==> config.mk <==
export PLATFORM = sky130hd
export DESIGN_NAME = pe_result_drain
export DESIGN_NICKNAME = d
export VERILOG_FILES = /design/src/rtl/pe_pkg.sv /design/src/rtl/sat_trunc.sv /design/src/rtl/pe_result_drain.sv
export SDC_FILE = /design/constraint.sdc
export NUM_CORES = 1
export LEC_CHECK = 0
export ABC_AREA = 1
export CAP_MARGIN = 10
export CORE_ASPECT_RATIO = 2
export CORE_MARGIN = 2
export CORE_UTILIZATION = 47
export CTS_CLUSTER_SIZE = 8
export DETAILED_ROUTE_END_ITERATION = 10
export PLACE_DENSITY = 0.77
export SYNTH_ARGS = -nofsm -noshare
export SYNTH_HDL_FRONTEND = slang
export SYNTH_SLANG_ARGS = --single-unit
==> constraint.sdc <==
create_clock -name clk -period 2.4 [get_ports clk]
set_input_delay 0.48 -clock clk [delete_from_list [all_inputs] [get_ports clk]]
set_output_delay 0.48 -clock clk [all_outputs]
set_load 0.1 [all_outputs]
==> src/rtl/pe_pkg.sv <==
//------------------------------------------------------------------------------
// Module   : pe_pkg
// Purpose  : Shared constants and types for the process_element array blocks.
// Revision : 1.0 - initial release
//------------------------------------------------------------------------------
`default_nettype none

package pe_pkg;

  localparam int MAC_WIDTH = 9;
  localparam int ACC_WIDTH = MAC_WIDTH * 4 + 1;
  localparam int PE_NUM    = 4;

  typedef logic signed [ACC_WIDTH-1:0] acc_t;

  typedef enum logic [0:0] {
    IDLE  = 1'b0,
    DRAIN = 1'b1
  } drain_state_e;

endpackage

`default_nettype wire

==> src/rtl/sat_trunc.sv <==
//------------------------------------------------------------------------------
// Module   : sat_trunc
// Purpose  : Combinational signed saturation from IN_WIDTH down to OUT_WIDTH,
//            with a flag marking words that were clamped.
// Revision : 1.0 - initial release
//------------------------------------------------------------------------------
`default_nettype none

module sat_trunc #(
  parameter int IN_WIDTH  = 37,
  parameter int OUT_WIDTH = 16
) (
  input  logic [IN_WIDTH-1:0]  data_i,
  output logic [OUT_WIDTH-1:0] data_o,
  output logic                 sat_o
);

  generate
    if (OUT_WIDTH == IN_WIDTH) begin : g_bypass
      assign data_o = data_i;
      assign sat_o  = 1'b0;
    end else begin : g_sat
      localparam logic [OUT_WIDTH-1:0] c_MAX = {1'b0, {(OUT_WIDTH-1){1'b1}}};
      localparam logic [OUT_WIDTH-1:0] c_MIN = {1'b1, {(OUT_WIDTH-1){1'b0}}};

      // The value fits only if every bit from the output sign bit upward
      // matches the input sign.
      logic [IN_WIDTH-OUT_WIDTH:0] w_hi;
      logic                        w_ovf;

      assign w_hi   = data_i[IN_WIDTH-1:OUT_WIDTH-1];
      assign w_ovf  = ~((&w_hi) | ~(|w_hi));
      assign data_o = w_ovf ? (data_i[IN_WIDTH-1] ? c_MIN : c_MAX)
                            : data_i[OUT_WIDTH-1:0];
      assign sat_o  = w_ovf;
    end
  endgenerate

endmodule

`default_nettype wire

==> src/rtl/pe_result_drain.sv <==
//------------------------------------------------------------------------------
// Module   : pe_result_drain
// Purpose  : Snapshots all PE accumulators on done_i and streams them out,
//            saturated to OUT_WIDTH, one word per valid/ready handshake.
// Revision : 1.0 - initial release
//------------------------------------------------------------------------------
`default_nettype none

module pe_result_drain #(
  parameter int PE_NUM    = pe_pkg::PE_NUM,
  parameter int MAC_WIDTH = pe_pkg::MAC_WIDTH,
  parameter int ACC_WIDTH = MAC_WIDTH * 4 + 1,
  parameter int OUT_WIDTH = 16,
  parameter int IDX_WIDTH = $clog2(PE_NUM)
) (
  input  logic                        clk,
  input  logic                        rstn,
  input  logic [PE_NUM*ACC_WIDTH-1:0] acc_i,
  input  logic                        done_i,
  input  logic                        out_ready_i,
  input  logic                        clr_overrun_i,
  output logic                        out_valid_o,
  output logic [OUT_WIDTH-1:0]        out_data_o,
  output logic [IDX_WIDTH-1:0]        out_idx_o,
  output logic                        out_last_o,
  output logic                        out_sat_o,
  output logic                        busy_o,
  output logic                        overrun_o
);

  import pe_pkg::*;

  localparam logic [IDX_WIDTH-1:0] c_LAST_IDX = IDX_WIDTH'(PE_NUM - 1);

  drain_state_e         r_state, w_state_nxt;
  logic [IDX_WIDTH-1:0] r_idx, w_idx_nxt;
  logic                 r_valid, w_valid_nxt;
  logic                 r_ovr;
  logic [OUT_WIDTH-1:0] r_data;
  logic                 r_last, r_sat;
  logic                 w_load, w_upd, w_set_ovr, w_xfer, w_final;
  logic [ACC_WIDTH-1:0] r_snap [PE_NUM];
  logic [ACC_WIDTH-1:0] w_sel;
  logic [OUT_WIDTH-1:0] w_sat_data;
  logic                 w_sat_flag;

  always_comb begin
    w_state_nxt = r_state;
    w_idx_nxt   = r_idx;
    w_valid_nxt = r_valid;
    w_load      = 1'b0;
    w_upd       = 1'b0;
    w_set_ovr   = 1'b0;
    w_xfer      = r_valid & out_ready_i;
    w_final     = w_xfer && (r_idx == c_LAST_IDX);

    case (r_state)
      IDLE: begin
        if (done_i) begin
          w_load      = 1'b1;
          w_upd       = 1'b1;
          w_idx_nxt   = '0;
          w_valid_nxt = 1'b1;
          w_state_nxt = DRAIN;
        end
      end
      DRAIN: begin
        if (w_final) begin
          w_idx_nxt = '0;
          if (done_i) begin
            // Back-to-back tile: reload without a bubble.
            w_load = 1'b1;
            w_upd  = 1'b1;
          end else begin
            w_valid_nxt = 1'b0;
            w_state_nxt = IDLE;
          end
        end else if (w_xfer) begin
          w_idx_nxt = r_idx + 1'b1;
          w_upd     = 1'b1;
        end
        w_set_ovr = done_i & ~w_final;
      end
      default: begin
        w_state_nxt = IDLE;
        w_valid_nxt = 1'b0;
        w_idx_nxt   = '0;
      end
    endcase

    // A fresh tile is not in the snapshot bank yet, so word 0 comes straight
    // from the input bus to keep the done-to-valid latency at one cycle.
    w_sel = w_load ? acc_i[ACC_WIDTH-1:0] : r_snap[w_idx_nxt];
  end

  sat_trunc #(
    .IN_WIDTH  (ACC_WIDTH),
    .OUT_WIDTH (OUT_WIDTH)
  ) u_sat_trunc (
    .data_i (w_sel),
    .data_o (w_sat_data),
    .sat_o  (w_sat_flag)
  );

  always_ff @(posedge clk or negedge rstn) begin
    if (!rstn) begin
      for (int k = 0; k < PE_NUM; k++) r_snap[k] <= '0;
    end else if (w_load) begin
      for (int k = 0; k < PE_NUM; k++) r_snap[k] <= acc_i[k*ACC_WIDTH +: ACC_WIDTH];
    end
  end

  always_ff @(posedge clk or negedge rstn) begin
    if (!rstn) begin
      r_state <= IDLE;
      r_idx   <= '0;
      r_valid <= 1'b0;
      r_ovr   <= 1'b0;
      r_data  <= '0;
      r_last  <= 1'b0;
      r_sat   <= 1'b0;
    end else begin
      r_state <= w_state_nxt;
      r_idx   <= w_idx_nxt;
      r_valid <= w_valid_nxt;
      if (w_set_ovr)          r_ovr <= 1'b1;
      else if (clr_overrun_i) r_ovr <= 1'b0;
      if (!w_valid_nxt) begin
        r_data <= '0;
        r_last <= 1'b0;
        r_sat  <= 1'b0;
      end else if (w_upd) begin
        r_data <= w_sat_data;
        r_last <= (w_idx_nxt == c_LAST_IDX);
        r_sat  <= w_sat_flag;
      end
    end
  end

  assign out_valid_o = r_valid;
  assign out_data_o  = r_data;
  assign out_idx_o   = r_idx;
  assign out_last_o  = r_last;
  assign out_sat_o   = r_sat;
  assign busy_o      = (r_state == DRAIN);
  assign overrun_o   = r_ovr;

endmodule

`default_nettype wire

Word level (Yosys, flattened, before mapping)
Index checks and enable logic that the tools add are counted.
- multiply operators: 0
- multiplexer cells: 31
- bitwise logic cells: 8
- add/subtract/negate cells: 1
- reductions and logical operators: 4
- equal/unequal tests: 3
- div/mod/pow operators: 0
- shifts and indexed selects: 0
- order comparisons: 1
- operator list (kind ; count):
    37-bit 2-to-1 mux ; 3
    37-bit binary-select mux with 2-bit select ; 1
    16-bit 2-to-1 mux ; 4
    22-bit AND reduction ; 1
    22-bit OR reduction ; 1
    1-bit 2-to-1 mux ; 15
    1-bit case mux with 2 select lines ; 4
    2-bit 2-to-1 mux ; 3
    2-bit == test, second input constant ; 2
    1-bit inverter ; 4
    2-bit case mux with 2 select lines ; 1
    3-bit >= comparator, second input constant ; 1
    2-bit inverter with 3-bit output ; 1
    2-bit by 1-bit adder with 2-bit output, second input constant ; 1
    1-bit AND ; 2
    2-bit by 1-bit inequality test with 1-bit output, second input constant ; 1
    2-bit nonzero test ; 1
    1-bit logical AND ; 1
    1-bit OR ; 1
- output and inout bits: 23
- bits in latches: 0
- logic and storage cells: 59
- bits in read-only memories: 0
- memories: 0
- register bits: 171
- bits of input ports: 153
- bits in writable memories: 0

Logic depth before layout (Yosys ltp)
Gate-level depths: netlist of the first run.
- depth in word-level cells: 15
- depth in mapped cells: 21
- depth with buffers taken out: 19

Cells and area by module
From an unflattened synthesis of the first run, not the netlist that was laid out.
- cells, all modules: 1149
- area total of the unflattened synthesis: 8393.0 µm²
- modules (own cells, without submodules) (module ; times used ; cells each ; area each (µm²) ; seq. area each (µm²)):
    pe_result_drain ; 1 ; 1074 ; 8047.7 ; 4279.1
    sat_trunc ; 1 ; 75 ; 345.3 ; 0.0

Worst setup path after synthesis of the first run
Ideal clock, no wire load.
- path kind: register -> register
- start: register r_idx[0], in the netlist out_idx_o[0]
- end: register r_data[10], in the netlist out_data_o[10]
- path slack: -481 ps
- clock period less this slack: 2881 ps
- required time: 2280 ps
- data arrival time: 2761 ps
- buffers on the path: 2
- cell stages (with the launch flop): 19
- setup time: 120 ps
- cells stage by stage: dfrtp_1 > ha_1 > inv_1 > o21ai_2 > nand2_2 > inv_2 > buf_2 > nand2_1 > nand2_1 > nand2_1 > inv_2 > nand2_1 > nor2_1 > nand3_2 > nand2_4 > buf_6 > nand2_1 > nand3_1 > nand2_1
- cells in the longest elaborated chain, start to end: 15
- elaborated cells between the ends (all ways): 27
- those cells by class: add/sub (1); eq/ne (2); mux (18); bitwise (3); reduce/logical (3)
- RTL lines (element ; RTL line ; source):
    from (decl) ; pe_result_drain.sv:36 ; logic [IDX_WIDTH-1:0] r_idx, w_idx_nxt;
    from (signal assigned) ; pe_result_drain.sv:124 ; r_idx <= w_idx_nxt;
    2-bit by 1-bit adder with 2-bit output or 2-bit == test (tied branches) ; pe_result_drain.sv:79, pe_result_drain.sv:55 ;
    2-bit 2-to-1 mux or 1-bit logical AND (tied branches) ; pe_result_drain.sv:78, pe_result_drain.sv:55 ;
    2-bit 2-to-1 mux ; pe_result_drain.sv:68 ; if (w_final) begin
    2-bit case mux with 2 select lines ; pe_result_drain.sv:57 ; case (r_state)
    2-bit inverter with 3-bit output (not written as such) ; pe_result_drain.sv:93 ; w_sel = w_load ? acc_i[ACC_WIDTH-1:0] : r_snap[w_idx_nxt];
    37-bit binary-select mux with 2-bit select ; pe_result_drain.sv:93 ;
    37-bit 2-to-1 mux (not written as such) (2 in a row) ; pe_result_drain.sv:93 ;
    37-bit 2-to-1 mux ; pe_result_drain.sv:93 ;
    22-bit OR reduction ; sat_trunc.sv:32 ; assign w_ovf = ~((&w_hi) | ~(|w_hi));
    1-bit inverter ; sat_trunc.sv:32 ;
    1-bit OR ; sat_trunc.sv:32 ;
    16-bit 2-to-1 mux ; sat_trunc.sv:33 ; assign data_o = w_ovf ? (data_i[IN_WIDTH-1] ? c_MIN : c_MAX)
    16-bit 2-to-1 mux ; pe_result_drain.sv:132 ; end else if (w_upd) begin
    16-bit 2-to-1 mux ; pe_result_drain.sv:128 ; if (!w_valid_nxt) begin
    to (signal assigned) ; pe_result_drain.sv:133 ; r_data <= w_sat_data;
    to (decl) ; pe_result_drain.sv:39 ; logic [OUT_WIDTH-1:0] r_data;
Parallel ways exist; a longest one is shown, timed or not. The select of a mux whose other input is x is not followed.
A chain may end at the register's enable or synchronous reset.

Worst setup path after layout of the first run
- start: register r_idx[0], in the netlist out_idx_o[0]
- end: register r_data[3], in the netlist out_data_o[3]
The elaborated chain is that of the path after synthesis.

==> reports/metrics.yaml, run 1 <==
status:
  outcome: "finished with violations"
  violations: "hold timing, setup timing"
placed_design:
  port_buffers: 175
  place_congestion: 0.900
  detailed_place_hpwl_mm: 15.9
  dpl_cell_area_mm2: 0.0106
  pre_cts_slack_ns: -0.709
timing:
  fin_skew_ns: 0.0124
  layout_worst_path_cycle_share: 1.14
  rsz0062_at_grt: "true"
  slew_violations: 0
  fin_crit_ns: 2.75
  setup_viol: 16
  worst_hold_slack_ns: -0.00478
  worstMarginPinSlew_ns: 0.489
  max_freq_mhz: 364
  hold_viol_final: 4
  slew_headroom: 0.674
  fin_ws_ns: -0.348
route:
  wl_per_cell_um: 16.7
  via_per_inst: 5.42
  drc_errors: 0
  routed_wl_mm: 25.7
  drt_iter0_markers: 613
  route.antenna.remaining_nets: 0
  dr.pass1.iters: 8
  vias: 8359
grt:
  grt_use_total: 0.264
  grt_pass1_wl_mm: 40.0
  gr-total-overflow: 0
  grt_max_degree: 97
  grt_pass1_vias: 7992
  antenna_found_initial: 0
worst_setup_path:
  crit_required_ns: 2.72
  cpLargestDelayFamily: "simple AND/OR/NAND/NOR gates"
  critPathKind: "flop to flop"
  cp_common_cell: "nand2_1"
  start_kind: "flop"
  slowest_delay_ns: 0.50
  timing.rr.start: "out_idx_o[0]$_DFF_PN0_"
  cp_cell_sequence: "ha_4 > nor2_4 > nand2_8 > nand2_8 > buf_12 > nand2_1 > nand3_1 > nand3_1 > nand2_1 > nand2_1 > inv_1 > nand2_2 > nor2_4 > nand3_4 > nand2_8 > nand2_1 > nand3_1 > nand2_1"
  crit_path_max_fanout: 8
  worstPathArrival_ns: 3.07
  cp_num_buf_inv: 2
  end_kind: "flop"
  cp-startpoint: "out_idx_o[0]$_DFF_PN0_"
  cp_slowest_cell: "dfrtp_4"
clocking:
  tritoncts: "done"
  clock-sinks: 171
  cts_max_path_buffers: 2
  cts_buffers: 17
  postCtsHoldBufs: 0
  clock_latency_ns: 0.43
  path_clk_slew_ns: 0.07
  ctsHtreeMaxLevel: 4
  cts-root-buf: "clkbuf_16"
logic_synthesis:
  yosys_warnings: 0
  synthTopCellsByArea: "dfrtp_1 (51%), nand2_1 (24%), nand3_1 (7.2%)"
  syn-cell-area_mm2: 0.00837
  async_flop_share: 1.00
  synthTopCellsByCount: "nand2_1 (542), dfrtp_1 (171), nand3_1 (120), inv_1 (54), o21ai_0 (47)"
  synth_cell_type_count: 30
  synth-edff-count: 0
  yosys.area.top_type: "dfrtp_1"
  yosysMostFrequentCell: "nand2_1"
  synthCells: 1101
  synth.net_count: 1255
  ys_seq_area_frac: 0.511
  ys_ff_latch: 171
  synth_top_area_frac: 0.511
  syn_area_per_cell_um2: 7.60
  ys.flop_type: "dfrtp_1"
power_and_ir_drop:
  finalPower_mw: 17.3
  leakage_nw: 6.20
  cellPowerDensity_mw_per_mm2: 1400
  ir_worst_vdd_uv: 664
floorplan:
  die_height_um: 193
  fp.dieArea_mm2: 0.0190
  rows: 69
  core_mm2: 0.0176
  io_pins: 176
  die_w_um: 98.4
  initial_utilization: 0.475
job:
  max-cap-violations: 0
layout:
  layout-drive-gt1-share: 0.223
  fillers: 1292
  layout.nets: 1471
  antennaDiodeCount: 0
  final_area_mm2: 0.0123
  synthToLayoutAreaGrowth_pct: 47.4
min_path:
  hp-class: "input port to async pin"
worst reg2reg max path, stage by stage (launching register included):
cell and delay (ns):
dfrtp_4 0.50, ha_4 0.19, nor2_4 0.15, nand2_8 0.14, nand2_8 0.16, buf_12 0.15
nand2_1 0.08, nand3_1 0.10, nand3_1 0.08, nand2_1 0.11, nand2_1 0.09, inv_1 0.08
nand2_2 0.07, nor2_4 0.14, nand3_4 0.21, nand2_8 0.17, nand2_1 0.08, nand3_1 0.10
nand2_1 0.06
registers in the layout, indices dropped and copies added, names as in the netlist:
name / flops
busy_o: 1
out_data_o: 16
out_idx_o: 2
out_last_o: 1
out_sat_o: 1
out_valid_o: 1
overrun_o: 1
r_snap: 148
worst paths after layout:
path / to / depth (start not counted) / slack, ns
worst max register to register: out_data_o[3]$_DFFE_PN0P_ / 18 / -0.35
worst min register to register: r_snap[75]$_DFFE_PN0P_ / 2 / 0.48
worst min-delay path: r_snap[95]$_DFFE_PN0P_ / 1 / -0.005
min in group clk: r_snap[75]$_DFFE_PN0P_ / 2 / 0.48
max in group asynchronous: r_snap[25]$_DFFE_PN0P_ / 2 / 1.66
worst max-delay path: out_data_o[3]$_DFFE_PN0P_ / 18 / -0.35
stage by stage:
step                 util  cells  setup TNS [ns]
global route        0.701   1543           -6.24
finish              0.701   1543           -4.76
global placement    0.603   1488           -9.23
detailed placement  0.603   1488          -12.06
floorplan               -   1101          -0.577
CTS                 0.683   1541           -1.18
layer usage:
| layer | GRT usage | share of wire | vias up |
|---|---|---|---|
| met3 | 0.0427 | 0.076 | 60 |
| met2 | 0.420 | 0.48 | 441 |
| met1 | 0.368 | 0.41 | 3923 |
| li1 | - | - | 3935 |
| met5 | 0 | 0 | - |
| met4 | 0.0927 | 0.030 | 0 |
placed cells by master, fill, tap and decap left out, types with 3 or more instances in the layout:
master | synthesis | layout
inv_1 | 54 | 53
dfrtp_1 | 171 | 167
buf_6 | 12 | 11
inv_2 | 5 | 3
clkinvlp_4 | 0 | 3
nor2_4 | 1 | 9
nand3_1 | 120 | 59
nand3_4 | 1 | 12
nor2_2 | 0 | 7
buf_12 | 0 | 17
buf_4 | 2 | 71
nor2_1 | 20 | 5
o21ai_0 | 47 | 47
clkdlybuf4s50_1 | 0 | 149
a31oi_1 | 16 | 15
nand2_2 | 3 | 37
inv_4 | 1 | 3
a21oi_1 | 16 | 16
o211ai_1 | 15 | 15
bufinv_16 | 0 | 3
nand2_1 | 542 | 499
buf_8 | 1 | 4
nand2_4 | 4 | 10
nand2_8 | 1 | 7
clkbuf_16 | 0 | 18
buf_16 | 0 | 3
inv_8 | 0 | 3
nand3_2 | 8 | 59
inv_6 | 0 | 3
dfrtp_4 | 0 | 3
logic make-up after synthesis:
kind of cell             Yosys count  share of synthesized area
adder cells (fa/ha/maj)            1                    0.00149
AO/OA/AOI/OAI                     97                     0.0659
flip-flops                       171                      0.511
buffers and inverters            128                     0.0719
AND/OR/NAND/NOR                  704                      0.350
cell type report:
| cell class | instances | area, um2 | share of cell area |
|---|---|---|---|
| clock buffers | 18 | 429 | 0.0348 |
| clock inverters | 14 | 184 | 0.0149 |
| inverters | 62 | 253 | 0.0205 |
| multi-input cells | 806 | 4230 | 0.342 |
| flip-flops and latches | 171 | 4290 | 0.348 |
| well taps | 213 | 267 | 0.0216 |
| repair buffers | 258 | 2680 | 0.217 |
| repair inverters | 1 | 11.3 | 0.000913 |
power breakdown:
group | switching, mW | leakage, nW | internal [mW]
clock | 1.20 | 0.291 | 1.66
combinational | 5.80 | 3.78 | 3.71
sequential | 0.755 | 2.13 | 4.20
total | 7.76 | 6.20 | 9.57
what timing repair did:
| action | in CTS | in global routing |
|---|---|---|
| resized for setup | 119 | 68 |
| setup endpoints to repair | 16 | 16 |
| cloned | 8 | 1 |
| pin swaps | 62 | 48 |
| setup buffers | 14 | 1 |
Note: power is estimated with default switching activity, not from simulation.
==> run 2: changes to the inputs <==
- ABC_AREA: 1 -> not set
- CORE_UTILIZATION: 47 -> 46
- PLACE_DENSITY: 0.77 -> 0.76
==> run 2 against run 1 <==
  * The run ends with setup timing left
  * Clock skew is 0.0010 ns lower
  * Via count is 5.0% lower
  * Worst hold slack better by 0.47 ns
  * Final area is 5.2% lower
  * Sequential power is 9.1% higher
  * Critical path depth is 4 lower
  * Cell count is 7.5% lower
  * Synthesized area is 1.3% lower
  * Power is 2.1% lower
  * Die area is 0.84% higher
  * Routed wire length is 9.1% higher
==> reports/metrics.yaml, run 2 <==
status:
  outcome: "finished with violations"
  violations: "setup timing"
placed_design:
  place_congestion: 0.935  # +3.9%
  dpl_cell_area_mm2: 0.0107  # +0.91%
  place_inst: 1370  # -7.9%
  detailed_place_hpwl_mm: 19.6  # +23%
  port_buffers: 175  # unchanged
layout:
  seqCellArea_mm2: 0.00429  # about the same
  mostFrequentLayoutCells: "nand2_1 (498), dfrtp_1 (167), clkdlybuf4s50_1 (151)"
  final_area_mm2: 0.0117  # -5.2%
  synthToLayoutAreaGrowth_pct: 41.5
  largest_register_ffs: 148  # unchanged
  layout-drive-gt1-share: 0.178  # -0.0443
  multi_input_area_mm2: 0.00386  # -8.7%
  fillers: 1438  # +11%
  layout.nets: 1353  # -8.0%
  top_register: "r_snap"
  layout_commonest_cell: "nand2_1"
  stdcell_count: 1427  # -7.5%
grt:
  grt_pass1_vias: 8024  # +0.40%
  grt_use_total: 0.292  # +0.0282
  gr-total-overflow: 0  # unchanged
  antenna_found_initial: 2  # +2
  grt_max_degree: 111  # +14%
  grt_pass1_wl_mm: 42.8  # +6.9%
timing:
  hold_viol_final: 0  # -4
  worstMarginPinSlew_ns: 0.652  # +0.163 ns
  fin_skew_ns: 0.0114  # -0.00104 ns
  slew_violations: 0  # unchanged
  setup_tns_ns: -20.86  # -16.11 ns
  setup_viol: 17  # +1
  fin_crit_ns: 3.76  # +1.01 ns
  max_freq_mhz: 266  # -27%
  layout_worst_path_cycle_share: 1.57  # +0.420
  fin_ws_ns: -1.36  # -1.01 ns
  slew_headroom: 0.565  # -0.109
  rsz0062_at_grt: "true"
power_and_ir_drop:
  power_frac_seq: 0.318  # +0.032
  pwr-share-comb: 0.524  # -0.025
  p_sw_mw: 7.31  # -5.7%
  cellPowerDensity_mw_per_mm2: 1450  # +3.3%
  ir_worst_vdd_uv: 884  # +33%
  finalPower_mw: 17.0  # -2.1%
  clkPwrFrac: 0.158  # -0.007
  swShare: 0.431  # -0.0167
  leakage_nw: 5.71  # -7.9%
  p_int_mw: 9.66  # +0.91%
route:
  dr.pass1.iters: 6  # -2
  vias: 7939  # -5.0%
  routed_wl_mm: 28.1  # +9.1%
  wl_per_cell_um: 19.7  # +18%
  route.antenna.remaining_nets: 0  # unchanged
  drc_errors: 0  # unchanged
  drt_iter0_markers: 593  # -3.3%
  via_per_inst: 5.56  # +2.7%
logic_synthesis:
  ys_ff_latch: 171  # unchanged
  yosys_warnings: 0  # unchanged
  synth-edff-count: 0  # unchanged
  synth.net_count: 1131  # -9.9%
  synthTopCellsByCount: "nand2_1 (499), dfrtp_1 (171), clkbuf_1 (55), mux2_2 (34)"
  synth_cell_type_count: 43  # +43%
  synthTopCellsByArea: "dfrtp_1 (52%), nand2_1 (23%), mux2_2 (4.6%)"
  synth_top_area_frac: 0.518  # +0.00657
  yosys.area.top_type: "dfrtp_1"
  ys_seq_area_frac: 0.518  # +0.00657
  synthCells: 977  # -11%
  syn-cell-area_mm2: 0.00827  # -1.3%
  yosysMostFrequentCell: "nand2_1"
  syn_area_per_cell_um2: 8.46  # +11%
  ys.flop_type: "dfrtp_1"
  async_flop_share: 1.00  # unchanged
floorplan:
  core_mm2: 0.0177  # +0.49%
  fp.dieArea_mm2: 0.0191  # +0.84%
  initial_utilization: 0.467  # -0.00833
  io_pins: 176  # unchanged
  die_w_um: 98.8  # +0.42%
  rows: 69  # unchanged
  die_height_um: 194  # +0.43%
worst_setup_path:
  slowest_delay_ns: 0.58  # +0.08 ns
  critPathKind: "flop to flop"
  start_kind: "flop"
  end_kind: "flop"
  cp_slowest_cell: "or4_4"
  cp_cell_sequence: "ha_4 > nor2b_4 > nand3_4 > mux2i_4 > buf_6 > buf_16 > buf_4 > mux2_2 > a222oi_1 > nand4_1 > or4_4 > o221ai_4 > clkbuf_16 > nand3_1"
  crit_path_max_fanout: 7  # -1
  crit_required_ns: 2.69  # -0.03 ns
  worstPathArrival_ns: 4.05  # +0.98 ns
clocking:
  cts-root-buf: "clkbuf_16"
  cts_max_path_buffers: 2  # unchanged
  cts_buffers: 17  # unchanged
  tritoncts: "done"
  clock-sinks: 171  # unchanged
  path_clk_slew_ns: 0.07  # about the same
  clock_latency_ns: 0.43  # about the same
  ctsHtreeMaxLevel: 4  # unchanged
job:
  max-cap-violations: 0  # unchanged
min_path:
  hp-class: "flop to flop"
[run 2: path summary, 6_finish.rpt]
| path | startpoint | slack (ns) | cells past startpoint | endpoint |
|---|---|---|---|---|
| worst min-delay path | r_snap[41]$_DFFE_PN0P_ | 0.47 | 2 | r_snap[41]$_DFFE_PN0P_ |
| worst max-delay path | out_idx_o[0]$_DFF_PN0_ | -1.36 | 14 | out_data_o[2]$_DFFE_PN0P_ |
| max in group asynchronous | rstn | 1.23 | 3 | out_idx_o[0]$_DFF_PN0_ |
| worst min register to register | r_snap[41]$_DFFE_PN0P_ | 0.47 | 2 | r_snap[41]$_DFFE_PN0P_ |
| worst max register to register | out_idx_o[0]$_DFF_PN0_ | -1.36 | 14 | out_data_o[2]$_DFFE_PN0P_ |
| min in group asynchronous | rstn | 0.51 | 2 | r_snap[4]$_DFFE_PN0P_ |
[run 2: per-layer routing]
metal,track usage,wire [um],vias up
met5,0,0,-
met4,0.202,2270,0
met3,0.0336,1170,90
met2,0.543,15500,333
met1,0.293,9170,3790
li1,-,-,3726
[run 2: cell type report]
type / count / area share
multi-input combinational: 732 / 0.330
sequential: 171 / 0.367
timing repair buffer: 273 / 0.231
inverter: 4 / 0.00128
antenna: 2 / 0.000428
tap: 213 / 0.0228
clock inverter: 13 / 0.0111
clock buffer: 19 / 0.0370
[run 2: cells by family after synthesis]
family | after synthesis | share of synthesized area
and+or+nand+nor | 590 | 0.289
DFF | 171 | 0.518
AOI/OAI and AO/OA | 94 | 0.0922
buffers and inverters | 74 | 0.0360
muxes | 47 | 0.0634
adders and majority gates | 1 | 0.00151
[run 2: what timing repair did]
action,in CTS,in global routing
hold buffers,1,0
gates cloned,3,2
endpoints found under the hold margin,33,0
endpoints found under the setup margin,20,117
gates resized for setup,24,14
buffers inserted,15,4
pin swaps,8,4
[run 2: through the flow]
step / setup WS [ns] / utilization / hold WS (ns)
after CTS: -1.12 / 0.653 / 0.473
final: -1.36 / 0.661 / 0.469
after floorplan: -1.19 / - / 0.184
after detailed placement: -1.56 / 0.606 / 0.403
after global placement: -1.48 / 0.606 / 0.402
after global routing: -1.41 / 0.661 / 0.486
[run 2: worst max-delay path, delay by kind of cell, from the launching register on]
family                     cells  cell delay [ns]
and+or+nand+nor                5             1.12
muxes                          2             0.57
adders and majority gates      1             0.18
buffers and inverters          4             0.60
DFF                            1             0.49
AOI/OAI and AO/OA              2             0.64
[run 2: power by group through the flow]
stage / Combinational (mW) / Clock (mW) / Sequential (mW)
after global routing: 9.59 / 2.83 / 5.46
after CTS: 8.68 / 2.71 / 5.33
after detailed placement: 7.95 / 0 / 5.35
final: 8.90 / 2.67 / 5.40
after floorplan: 4.08 / 0 / 5.97
after global placement: 7.78 / 0 / 5.34
==> run 3: changes to the inputs <==
- ABC_CLOCK_PERIOD_IN_PS: not set -> 2400
- TNS_END_PERCENT: not set -> 5
==> run 3 against run 2 <==
  * Largest power group unchanged
  * Critical path depth down 1
  * The run still ends with setup timing left
  * Cell count down 0.91%
  * Sequential cell count unchanged
  * Critical path type unchanged
  * Largest cell class unchanged
==> reports/metrics.yaml, run 3 (same netlist as run 2, synthesis figures left out) <==
grt:
  grt_busiest_layer: "met2"
  grtUsageMet3: 0.0350  # +0.00145
  antenna_found_initial: 5  # +3
  grt_pass1_vias: 7794  # -2.9%
  met2_usage: 0.497  # -0.0455
  grt_pass1_wl_mm: 40.1  # -6.2%
  gr-total-overflow: 0  # unchanged
  grt_use_total: 0.274  # -0.0187
  grt.met1_usage: 0.270  # -0.0232
  grt_max_degree: 114  # +2.7%
timing:
  fin_crit_ns: 3.51  # -0.246 ns
  fin_skew_ns: 0.0148  # +0.00348 ns
  worst_hold_slack_ns: 0.00828  # -0.461 ns
  max_freq_mhz: 285  # +7.0%
  fin_ws_ns: -1.11  # +0.246 ns
  slew_headroom: 0.513  # -0.0521
  setup_viol: 16  # -1
  worstMarginPinSlew_ns: 0.731  # +0.0782 ns
  rsz0062_at_grt: "true"
  layout_worst_path_cycle_share: 1.46  # -0.103
  setup_tns_ns: -17.35  # +3.51 ns
  hold_viol_final: 0  # unchanged
  slew_violations: 0  # unchanged
placed_design:
  place_inst: 1373  # +0.22%
  port_buffers: 175  # unchanged
  detailed_place_hpwl_mm: 18.9  # -3.3%
  pre_cts_slack_ns: -1.47  # +0.0974 ns
  place_congestion: 0.986  # +5.4%
route:
  drc_errors: 0  # unchanged
  dr.pass1.iters: 7  # +1
  via_per_inst: 5.44  # -2.2%
  wl_per_cell_um: 18.2  # -7.7%
  drt_iter0_markers: 470  # -21%
  route.antenna.remaining_nets: 0  # unchanged
  vias: 7690  # -3.1%
  routed_wl_mm: 25.7  # -8.5%
layout:
  mostFrequentLayoutCells: "nand2_1 (498), dfrtp_1 (167), clkdlybuf4s50_1 (151)"
  largest_register_ffs: 148  # unchanged
  fin_util: 0.645  # -0.0160
  layout_commonest_cell: "nand2_1"
  synthToLayoutAreaGrowth_pct: 38.1
  top_register: "r_snap"
  layout-drive-gt1-share: 0.159  # -0.0192
  stdcell_count: 1414  # -0.91%
  layout.nets: 1336  # -1.3%
  fillers: 1446  # +0.56%
floorplan:
  die_w_um: 98.8  # unchanged
  rows: 69  # unchanged
  fp.dieArea_mm2: 0.0191  # unchanged
  die_height_um: 194  # unchanged
  io_pins: 176  # unchanged
  initial_utilization: 0.467  # unchanged
  core_mm2: 0.0177  # unchanged
worst_setup_path:
  cp-startpoint: "out_idx_o[1]$_DFF_PN0_"
  worst_r2r_path_depth: 13  # -1
  timing.rr.start: "out_idx_o[1]$_DFF_PN0_"
  start_kind: "flop"
  rrSetupSlack_ns: -1.11  # +0.25 ns
  cp_slowest_cell: "or4_4"
  crit_required_ns: 2.69  # about the same
  cp_common_cell: "buf_12"
  rr_endpoint: "out_data_o[8]$_DFFE_PN0P_"
  crit_path_max_fanout: 19  # +12
  slowest_delay_ns: 0.60  # +0.02 ns
  critPathKind: "flop to flop"
  endpoint: "out_data_o[8]$_DFFE_PN0P_"
  end_kind: "flop"
  worstPathArrival_ns: 3.81  # -0.24 ns
  cp_cell_sequence: "ha_4 > nor2b_4 > nand3_2 > mux2i_4 > buf_12 > buf_12 > mux2_2 > a222oi_1 > nand4_1 > or4_4 > o221ai_4 > buf_12 > nand3_1"
clocking:
  tritoncts: "done"
  cts_buffers: 17  # unchanged
  clock_latency_ns: 0.43  # about the same
  clock-sinks: 171  # unchanged
  cts_max_path_buffers: 2  # unchanged
  postCtsHoldBufs: 0  # -1
  path_clk_slew_ns: 0.06  # about the same
  cts-root-buf: "clkbuf_16"
  ctsHtreeMaxLevel: 4  # unchanged
status:
  violations: "setup timing"
  outcome: "finished with violations"
power_and_ir_drop:
  ir_worst_vdd_uv: 823  # -6.9%
  leakage_nw: 5.54  # -3.1%
  cellPowerDensity_mw_per_mm2: 1420  # -2.0%
min_path:
  hp-class: "input port to async pin"
job:
  max-cap-violations: 0  # unchanged
-- run 3: cell count changes in the layout (fill, tap and decap cells not counted), moves of 2 or more --
cell and change:
clkinvlp_4 -2, mux2_4 -4, buf_6 -5, diode_2 +4, clkbuf_16 -2, nand3_2 -8, buf_16 -2, clkbuf_1 -2
buf_4 -7, nand3_1 +9, clkbuf_8 +2, o21ai_0 +2, mux2_2 +4
-- run 3: report_power, final --
group / total, mW / switching (mW) / internal (mW)
Combinational: 8.18 / 4.67 / 3.51
Sequential: 5.31 / 1.03 / 4.28
Clock: 2.73 / 1.22 / 1.51
-- run 3: per-stage QoR --
stage,instance area (um2),total power [mW]
2_1_floorplan,8320,10.0
6_report,11400,16.2
3_3_place_gp,10700,13.1
3_5_place_dp,10700,13.3
4_1_cts,11400,16.2
5_1_grt,11400,17.2
-- run 3: worst min path at each step --
stage                           startpoint                      end  slack [ns]  cells past startpoint
floorplan                             rstn         busy_o$_DFF_PN0_        0.18                      0
global placement    r_snap[44]$_DFFE_PN0P_   r_snap[44]$_DFFE_PN0P_        0.45                      2
detailed placement  r_snap[44]$_DFFE_PN0P_   r_snap[44]$_DFFE_PN0P_        0.46                      2
CTS                                   rstn  r_snap[111]$_DFFE_PN0P_        0.01                      1
global route                          rstn   r_snap[39]$_DFFE_PN0P_        0.03                      1
finish                                rstn   r_snap[37]$_DFFE_PN0P_       0.008                      1
-- run 3: worst max-delay path: cells and delay by family (launching register included) --
family,cells,cell delay [ns]
flops,1,0.49
fa+ha+maj,1,0.18
compound gates,2,0.58
buf+inv,3,0.49
simple gates,5,1.10
mux,2,0.52
-- run 3: area by class of cell --
type,count,area [um2],area share
Antenna cell,6,15.0,0.00132
Clock buffer,19,453,0.0397
Clock inverter,13,129,0.0113
Inverter,4,15.0,0.00132
Multi-Input combinational cell,732,3770,0.330
Sequential cell,171,4290,0.376
Tap cell,213,267,0.0234
Timing Repair Buffer,256,2480,0.217
-- run 3: what timing repair did --
action	CTS	global route
gates cloned	1	0
pin swaps	6	5
buffers inserted	1	1
setup endpoints to repair	17	101
gates resized for setup	4	3
-- run 3: per-layer routing --
metal,wire [um],share of wire,vias up
met5,0,0,-
met4,2070,0.081,0
met3,919,0.036,88
met2,14300,0.56,269
met1,8370,0.33,3654
li1,-,-,3679
